<file path="src/rtl/hazard_ctrl_if.sv">
// rtl/hazard_ctrl_if.sv - pipeline hazard status in, pipeline register controls out
interface hazard_ctrl_if #(
   parameter int CNT_W = 16
);
   logic             idex_memread;
   logic [4:0]       idex_rt;
   logic [4:0]       ifid_rs;
   logic [4:0]       ifid_rt;
   logic             ifid_uses_rt;
   logic             branch_taken;
   logic             dmem_busy;
   logic             pc_ld;
   logic             ifid_ld;
   logic             ifid_flush;
   logic             idex_ld;
   logic             idex_bubble;
   logic             exmem_ld;
   logic [CNT_W-1:0] stall_cnt;

   // pipeline side: reports status, consumes controls
   modport master (
      output idex_memread, idex_rt, ifid_rs, ifid_rt, ifid_uses_rt, branch_taken, dmem_busy,
      input  pc_ld, ifid_ld, ifid_flush, idex_ld, idex_bubble, exmem_ld, stall_cnt
   );

   // hazard controller side
   modport slave (
      input  idex_memread, idex_rt, ifid_rs, ifid_rt, ifid_uses_rt, branch_taken, dmem_busy,
      output pc_ld, ifid_ld, ifid_flush, idex_ld, idex_bubble, exmem_ld, stall_cnt
   );
endinterface

</file>
<file path="src/rtl/hazard_ctrl.sv">
// rtl/hazard_ctrl.sv - load-use stall, branch flush and memory freeze control
module hazard_ctrl #(
   parameter int LOAD_STALL = 1,
   parameter int CNT_W      = 16
) (
   input logic          clk,
   input logic          rst,
   hazard_ctrl_if.slave hif
);

   typedef enum logic {
      S_RUN,
      S_LSTALL
   } state_t;

   state_t           state_q, state_d;
   logic [3:0]       remaining_q, remaining_d;
   logic [CNT_W-1:0] stall_cnt_q, stall_cnt_d;

   logic hazard;
   logic pc_ld, ifid_ld, ifid_flush, idex_ld, idex_bubble, exmem_ld;

   // load in ID/EX whose destination is a source of the IF/ID instruction; r0 is never a hazard
   always_comb begin
      hazard = hif.idex_memread && (hif.idex_rt != 5'd0) &&
               ((hif.idex_rt == hif.ifid_rs) ||
                (hif.ifid_uses_rt && (hif.idex_rt == hif.ifid_rt)));
   end

   // per-cycle control decision: freeze > branch flush > load-use bubble > run
   always_comb begin
      state_d     = state_q;
      remaining_d = remaining_q;
      pc_ld       = 1'b0;
      ifid_ld     = 1'b0;
      ifid_flush  = 1'b0;
      idex_ld     = 1'b0;
      idex_bubble = 1'b0;
      exmem_ld    = 1'b0;
      if (!rst) begin
         state_d     = S_RUN;
         remaining_d = 4'd0;
      end else if (hif.dmem_busy) begin
         // whole pipe frozen, stall progress held
      end else if (hif.branch_taken) begin
         pc_ld       = 1'b1;
         ifid_ld     = 1'b1;
         ifid_flush  = 1'b1;
         idex_ld     = 1'b1;
         idex_bubble = 1'b1;
         exmem_ld    = 1'b1;
         state_d     = S_RUN;
         remaining_d = 4'd0;
      end else if (state_q == S_LSTALL) begin
         idex_ld     = 1'b1;
         idex_bubble = 1'b1;
         exmem_ld    = 1'b1;
         remaining_d = remaining_q - 4'd1;
         if (remaining_q == 4'd1) begin
            state_d = S_RUN;
         end
      end else if (hazard) begin
         idex_ld     = 1'b1;
         idex_bubble = 1'b1;
         exmem_ld    = 1'b1;
         if (LOAD_STALL > 1) begin
            state_d     = S_LSTALL;
            remaining_d = 4'(LOAD_STALL - 1);
         end
      end else begin
         pc_ld    = 1'b1;
         ifid_ld  = 1'b1;
         idex_ld  = 1'b1;
         exmem_ld = 1'b1;
      end
   end

   // saturating count of cycles in which the PC did not advance
   always_comb begin
      stall_cnt_d = stall_cnt_q;
      if (!pc_ld && (stall_cnt_q != {CNT_W{1'b1}})) begin
         stall_cnt_d = stall_cnt_q + 1'b1;
      end
   end

   // state, stall countdown and statistics registers
   always_ff @(posedge clk or negedge rst) begin
      if (!rst) begin
         state_q     <= S_RUN;
         remaining_q <= 4'd0;
         stall_cnt_q <= '0;
      end else begin
         state_q     <= state_d;
         remaining_q <= remaining_d;
         stall_cnt_q <= stall_cnt_d;
      end
   end

   assign hif.pc_ld       = pc_ld;
   assign hif.ifid_ld     = ifid_ld;
   assign hif.ifid_flush  = ifid_flush;
   assign hif.idex_ld     = idex_ld;
   assign hif.idex_bubble = idex_bubble;
   assign hif.exmem_ld    = exmem_ld;
   assign hif.stall_cnt   = stall_cnt_q;

endmodule

</file>
<file path="src/flat_wrapper.sv">
// flat-port wrapper written by rule: the top's interface ports become plain ports
module hazard_ctrl_flat 
#(
   parameter int LOAD_STALL = 1,
   parameter int CNT_W      = 16
)
  (clk, rst, hif_idex_memread, hif_idex_rt, hif_ifid_rs, hif_ifid_rt, hif_ifid_uses_rt, hif_branch_taken, hif_dmem_busy, hif_pc_ld, hif_ifid_ld, hif_ifid_flush, hif_idex_ld, hif_idex_bubble, hif_exmem_ld, hif_stall_cnt);
  hazard_ctrl_if #(.CNT_W(CNT_W)) hif_i ();
  input logic clk;
  input logic rst;
  input wire logic [$bits(hif_i.idex_memread)-1:0] hif_idex_memread;
  input wire logic [$bits(hif_i.idex_rt)-1:0] hif_idex_rt;
  input wire logic [$bits(hif_i.ifid_rs)-1:0] hif_ifid_rs;
  input wire logic [$bits(hif_i.ifid_rt)-1:0] hif_ifid_rt;
  input wire logic [$bits(hif_i.ifid_uses_rt)-1:0] hif_ifid_uses_rt;
  input wire logic [$bits(hif_i.branch_taken)-1:0] hif_branch_taken;
  input wire logic [$bits(hif_i.dmem_busy)-1:0] hif_dmem_busy;
  output wire logic [$bits(hif_i.pc_ld)-1:0] hif_pc_ld;
  output wire logic [$bits(hif_i.ifid_ld)-1:0] hif_ifid_ld;
  output wire logic [$bits(hif_i.ifid_flush)-1:0] hif_ifid_flush;
  output wire logic [$bits(hif_i.idex_ld)-1:0] hif_idex_ld;
  output wire logic [$bits(hif_i.idex_bubble)-1:0] hif_idex_bubble;
  output wire logic [$bits(hif_i.exmem_ld)-1:0] hif_exmem_ld;
  output wire logic [$bits(hif_i.stall_cnt)-1:0] hif_stall_cnt;
  assign hif_i.idex_memread = hif_idex_memread;
  assign hif_i.idex_rt = hif_idex_rt;
  assign hif_i.ifid_rs = hif_ifid_rs;
  assign hif_i.ifid_rt = hif_ifid_rt;
  assign hif_i.ifid_uses_rt = hif_ifid_uses_rt;
  assign hif_i.branch_taken = hif_branch_taken;
  assign hif_i.dmem_busy = hif_dmem_busy;
  assign hif_pc_ld = hif_i.pc_ld;
  assign hif_ifid_ld = hif_i.ifid_ld;
  assign hif_ifid_flush = hif_i.ifid_flush;
  assign hif_idex_ld = hif_i.idex_ld;
  assign hif_idex_bubble = hif_i.idex_bubble;
  assign hif_exmem_ld = hif_i.exmem_ld;
  assign hif_stall_cnt = hif_i.stall_cnt;
  hazard_ctrl #(.LOAD_STALL(LOAD_STALL), .CNT_W(CNT_W)) u_core (.clk(clk), .rst(rst), .hif(hif_i));
endmodule
</file>
<file path="config.mk">
export PLATFORM = sky130hd
export DESIGN_NAME = hazard_ctrl_flat
export DESIGN_NICKNAME = d
export VERILOG_FILES = /design/src/rtl/hazard_ctrl_if.sv /design/src/rtl/hazard_ctrl.sv /design/src/flat_wrapper.sv
export SDC_FILE = /design/constraint.sdc
export NUM_CORES = 1
export LEC_CHECK = 0
export BUFFER_PORTS_ARGS = -buffer_cell sky130_fd_sc_hd__buf_2
export CAP_MARGIN = 20
export CORE_ASPECT_RATIO = 0.9
export CORE_MARGIN = 2
export CORE_UTILIZATION = 50
export DETAILED_ROUTE_END_ITERATION = 10
export GPL_TIMING_DRIVEN = 0
export PLACE_DENSITY_LB_ADDON = 0.15
export SYNTH_ARGS = -nofsm -noshare
export SYNTH_HDL_FRONTEND = slang
export SYNTH_SLANG_ARGS = --single-unit
</file>
<file path="constraint.sdc">
create_clock -name clk -period 2.7 [get_ports clk]
set_clock_uncertainty 0.2 [all_clocks]
set_input_delay 0.135 -clock clk [delete_from_list [all_inputs] [get_ports clk]]
set_output_delay 0.135 -clock clk [all_outputs]
set_load 0.02 [all_outputs]
</file>
==> results_dict.tcl <==
set metrics [dict create \
    yosys.cell_count.top_type "xor2_1" \
    drt_pre_antenna_iters 4 \
    synthCells 133 \
    pin_count 43 \
    syn_to_final_growth_pct 21.0 \
    worst_slew_pin_slew_ps 519 \
    crit_path_max_fanout 27 \
    cts_tree "done" \
    pwr-share-clk_pct 13.8 \
    synth_largest_area_cell "dfrtp_1" \
    fin_tns_setup_ps 0 \
    grt-ovfl-total 0 \
    core-area_um2 2470 \
    comb_power_share_pct 40.7 \
    endpoint_kind "primary output" \
    critical_path_class "input port to primary output" \
    fillCellCount 208 \
    placed_cells 201 \
    outcome "complete, no violations" \
    async_flop_share_pct 100 \
    root_buffer "clkbuf_4" \
    p_int_mw 0.644 \
    switchingPower_mw 0.483 \
    die-area_um2 3050 \
    fin_crit_sh_pct 89.4 \
    drv_cap 0 \
    ir_worst_vdd_mv 0.796 \
    hold_start "hif_branch_taken" \
    gp_congestion 0.817 \
    rsz0062_at_grt "no" \
    fp.dieW_um 58.0 \
    relSlewSlack_pct 65.1 \
    clk_pin_slew_ps 130 \
    drt_iter0_drc 31 \
    drive_gt1_share_pct 33.7 \
    grt_start_max_net_pins 28 \
    cp.required_ps 2370 \
    ant_nets 0 \
    cts_buffers 3 \
    cts.sinks 21 \
    post_cts_buffers 0 \
    post-route-util_pct 64.4 \
    drc 0 \
    ys_warn_count 0 \
    hold_viol_final 0 \
    htreeDepth 1 \
    p_seq_share_pct 45.6 \
    syn-num-nets 157 \
    nNetsFinal 203 \
    netlist.area_leader.share_pct 40.0 \
    synth_seq_cells 21 \
    fin_cells 206 \
    fin_total_pwr_mw 1.13 \
    ys_types 36 \
    timing.rr.start "u_core.hif.stall_cnt[0]" \
    clockBufferDepth 2 \
    postSynthAreaPerCell_um2 9.88 \
    vias 1135 \
    power_leakage_nw 0.719 \
    maxSlewViolCount 0 \
    setup_violations 0 \
    dp_hpwl_um 2030 \
    antenna_found_initial 0 \
    insertion_delay_ps 310 \
    row_count 17 \
    synthFlopType "dfrtp_1" \
    synth_area_leaders "dfrtp_1 (40%), xor2_1 (15%), nor4_2 (3.8%)" \
    fin_crit_ps 2410 \
    cp.arrival_ps 2080 \
    place.port_buffers 40 \
    hp-class "input port to flip-flop" \
    wire_per_inst_um 12.9 \
    diodes 0 \
    dieHeight_um 52.6 \
    startpoint_type "input port" \
    synth.yosys.seq_area_share_pct 40.0 \
    grt_pass1_wl_um 4410 \
    holdWs_ps 22.4 \
    grt_pass1_vias 1040 \
    synth_edf_count 0 \
    initial_core_util_pct 53.2 \
    synthesis.area_um2 1310 \
    routed_wl_um 2660 \
    p_sw_share_pct 42.8 \
    cellPowerDensity_nw_per_um2 709 \
    routed_via_density 5.51 \
    ys_top_cells_by_count "xor2_1 (22), dfrtp_1 (21), nand2_1 (12)" \
    startpoint "rst" \
    fmax_ghz 0.414 \
    track_usage_pct 18.6 \
]
==> metal layers <==
layer	wire length [um]	global-route usage, %	vias to the layer above
met4	12	2.33	0
met2	1270	31.8	33
met5	0	0	-
met3	145	4.44	2
met1	1230	24.6	546
li1	-	-	554
==> power by group through the flow <==
stage / logic, mW / clock network (mW) / registers, mW
floorplan: 0.191 / 0 / 0.619
global placement: 0.449 / 0 / 0.513
detailed placement: 0.461 / 0 / 0.521
CTS: 0.463 / 0.158 / 0.514
global route: 0.498 / 0.167 / 0.530
finish: 0.458 / 0.155 / 0.513
==> kinds of logic (layout without fill, tap and decap cells) <==
kind of cell,count (synthesis),in the layout,share of synthesized area [%]
adder cells (fa/ha/maj),3,3,2.86
AO/OA/AOI/OAI,15,15,7.33
buffers and inverters,10,55,5.43
flip-flops,21,21,40.0
AND/OR/NAND/NOR,58,58,26.6
multiplexers,3,3,2.48
XOR/XNOR,23,23,15.3
==> worst max-delay path, stage by stage <==
cell	delay [ps]
dlygate4sd3_1	520
clkbuf_4	340
nor2b_1	310
o311a_1	240
buf_6	150
buf_12	140
buf_4	100
buf_2	140
==> worst paths after layout <==
| path | to | slack [ps] | depth (start not counted) |
|---|---|---|---|
| min in group asynchronous | u_core.remaining_q[2] | 70 | 2 |
| worst min-delay path | u_core.remaining_q[1] | 20 | 3 |
| worst min register to register | u_core.hif.stall_cnt[10] | 310 | 1 |
| worst max-delay path | hif_pc_ld | 290 | 8 |
| max in group asynchronous | u_core.remaining_q[0] | 1970 | 2 |
| worst max register to register | u_core.hif.stall_cnt[2] | 310 | 8 |
==> state kept, by name, indices dropped and copies added, names as in the netlist <==
name / count
u_core.state_q: 1
u_core.remaining_q: 4
u_core.hif.stall_cnt: 16
==> cells in the final DEF (no fill, tap or decap), types with 2 or more instances in the layout <==
cell      instances
nor3_1            9
clkbuf_4          4
nor2_1            9
xor2_1           22
o21ai_0           6
mux2_2            2
buf_2            41
nor4_2            4
buf_4             2
nand3_1           8
a21oi_1           3
nor4_1            2
dfrtp_1          21
a21boi_0          2
clkbuf_1          2
and2_1            4
inv_1             2
ha_1              3
nand2_1          12
==> through the flow <==
stage | cell area, um2 | setup slack, ps
2_1_floorplan | 1310 | 492
3_3_place_gp | 1550 | 364
3_5_place_dp | 1550 | 334
4_1_cts | 1590 | 103
5_1_grt | 1590 | 121
6_report | 1590 | 287
==> repair_timing <==
item,CTS,global route
hold buffers,1,0
gates resized for setup,0,1
hold endpoints to repair,21,0
setup endpoints to repair,0,1
==> cell type report <==
cell class	instances	area [um2]	share of cell area, %
plain buffers	8	63.8	4.02
clock buffers	3	22.5	1.42
clock inverters	1	5.00	0.315
inverters	2	7.51	0.472
multi-input cells	102	717	45.1
flip-flops and latches	21	526	33.1
well taps	28	35.0	2.20
repair buffers	41	213	13.4
(Power assumes the default switching activity.)
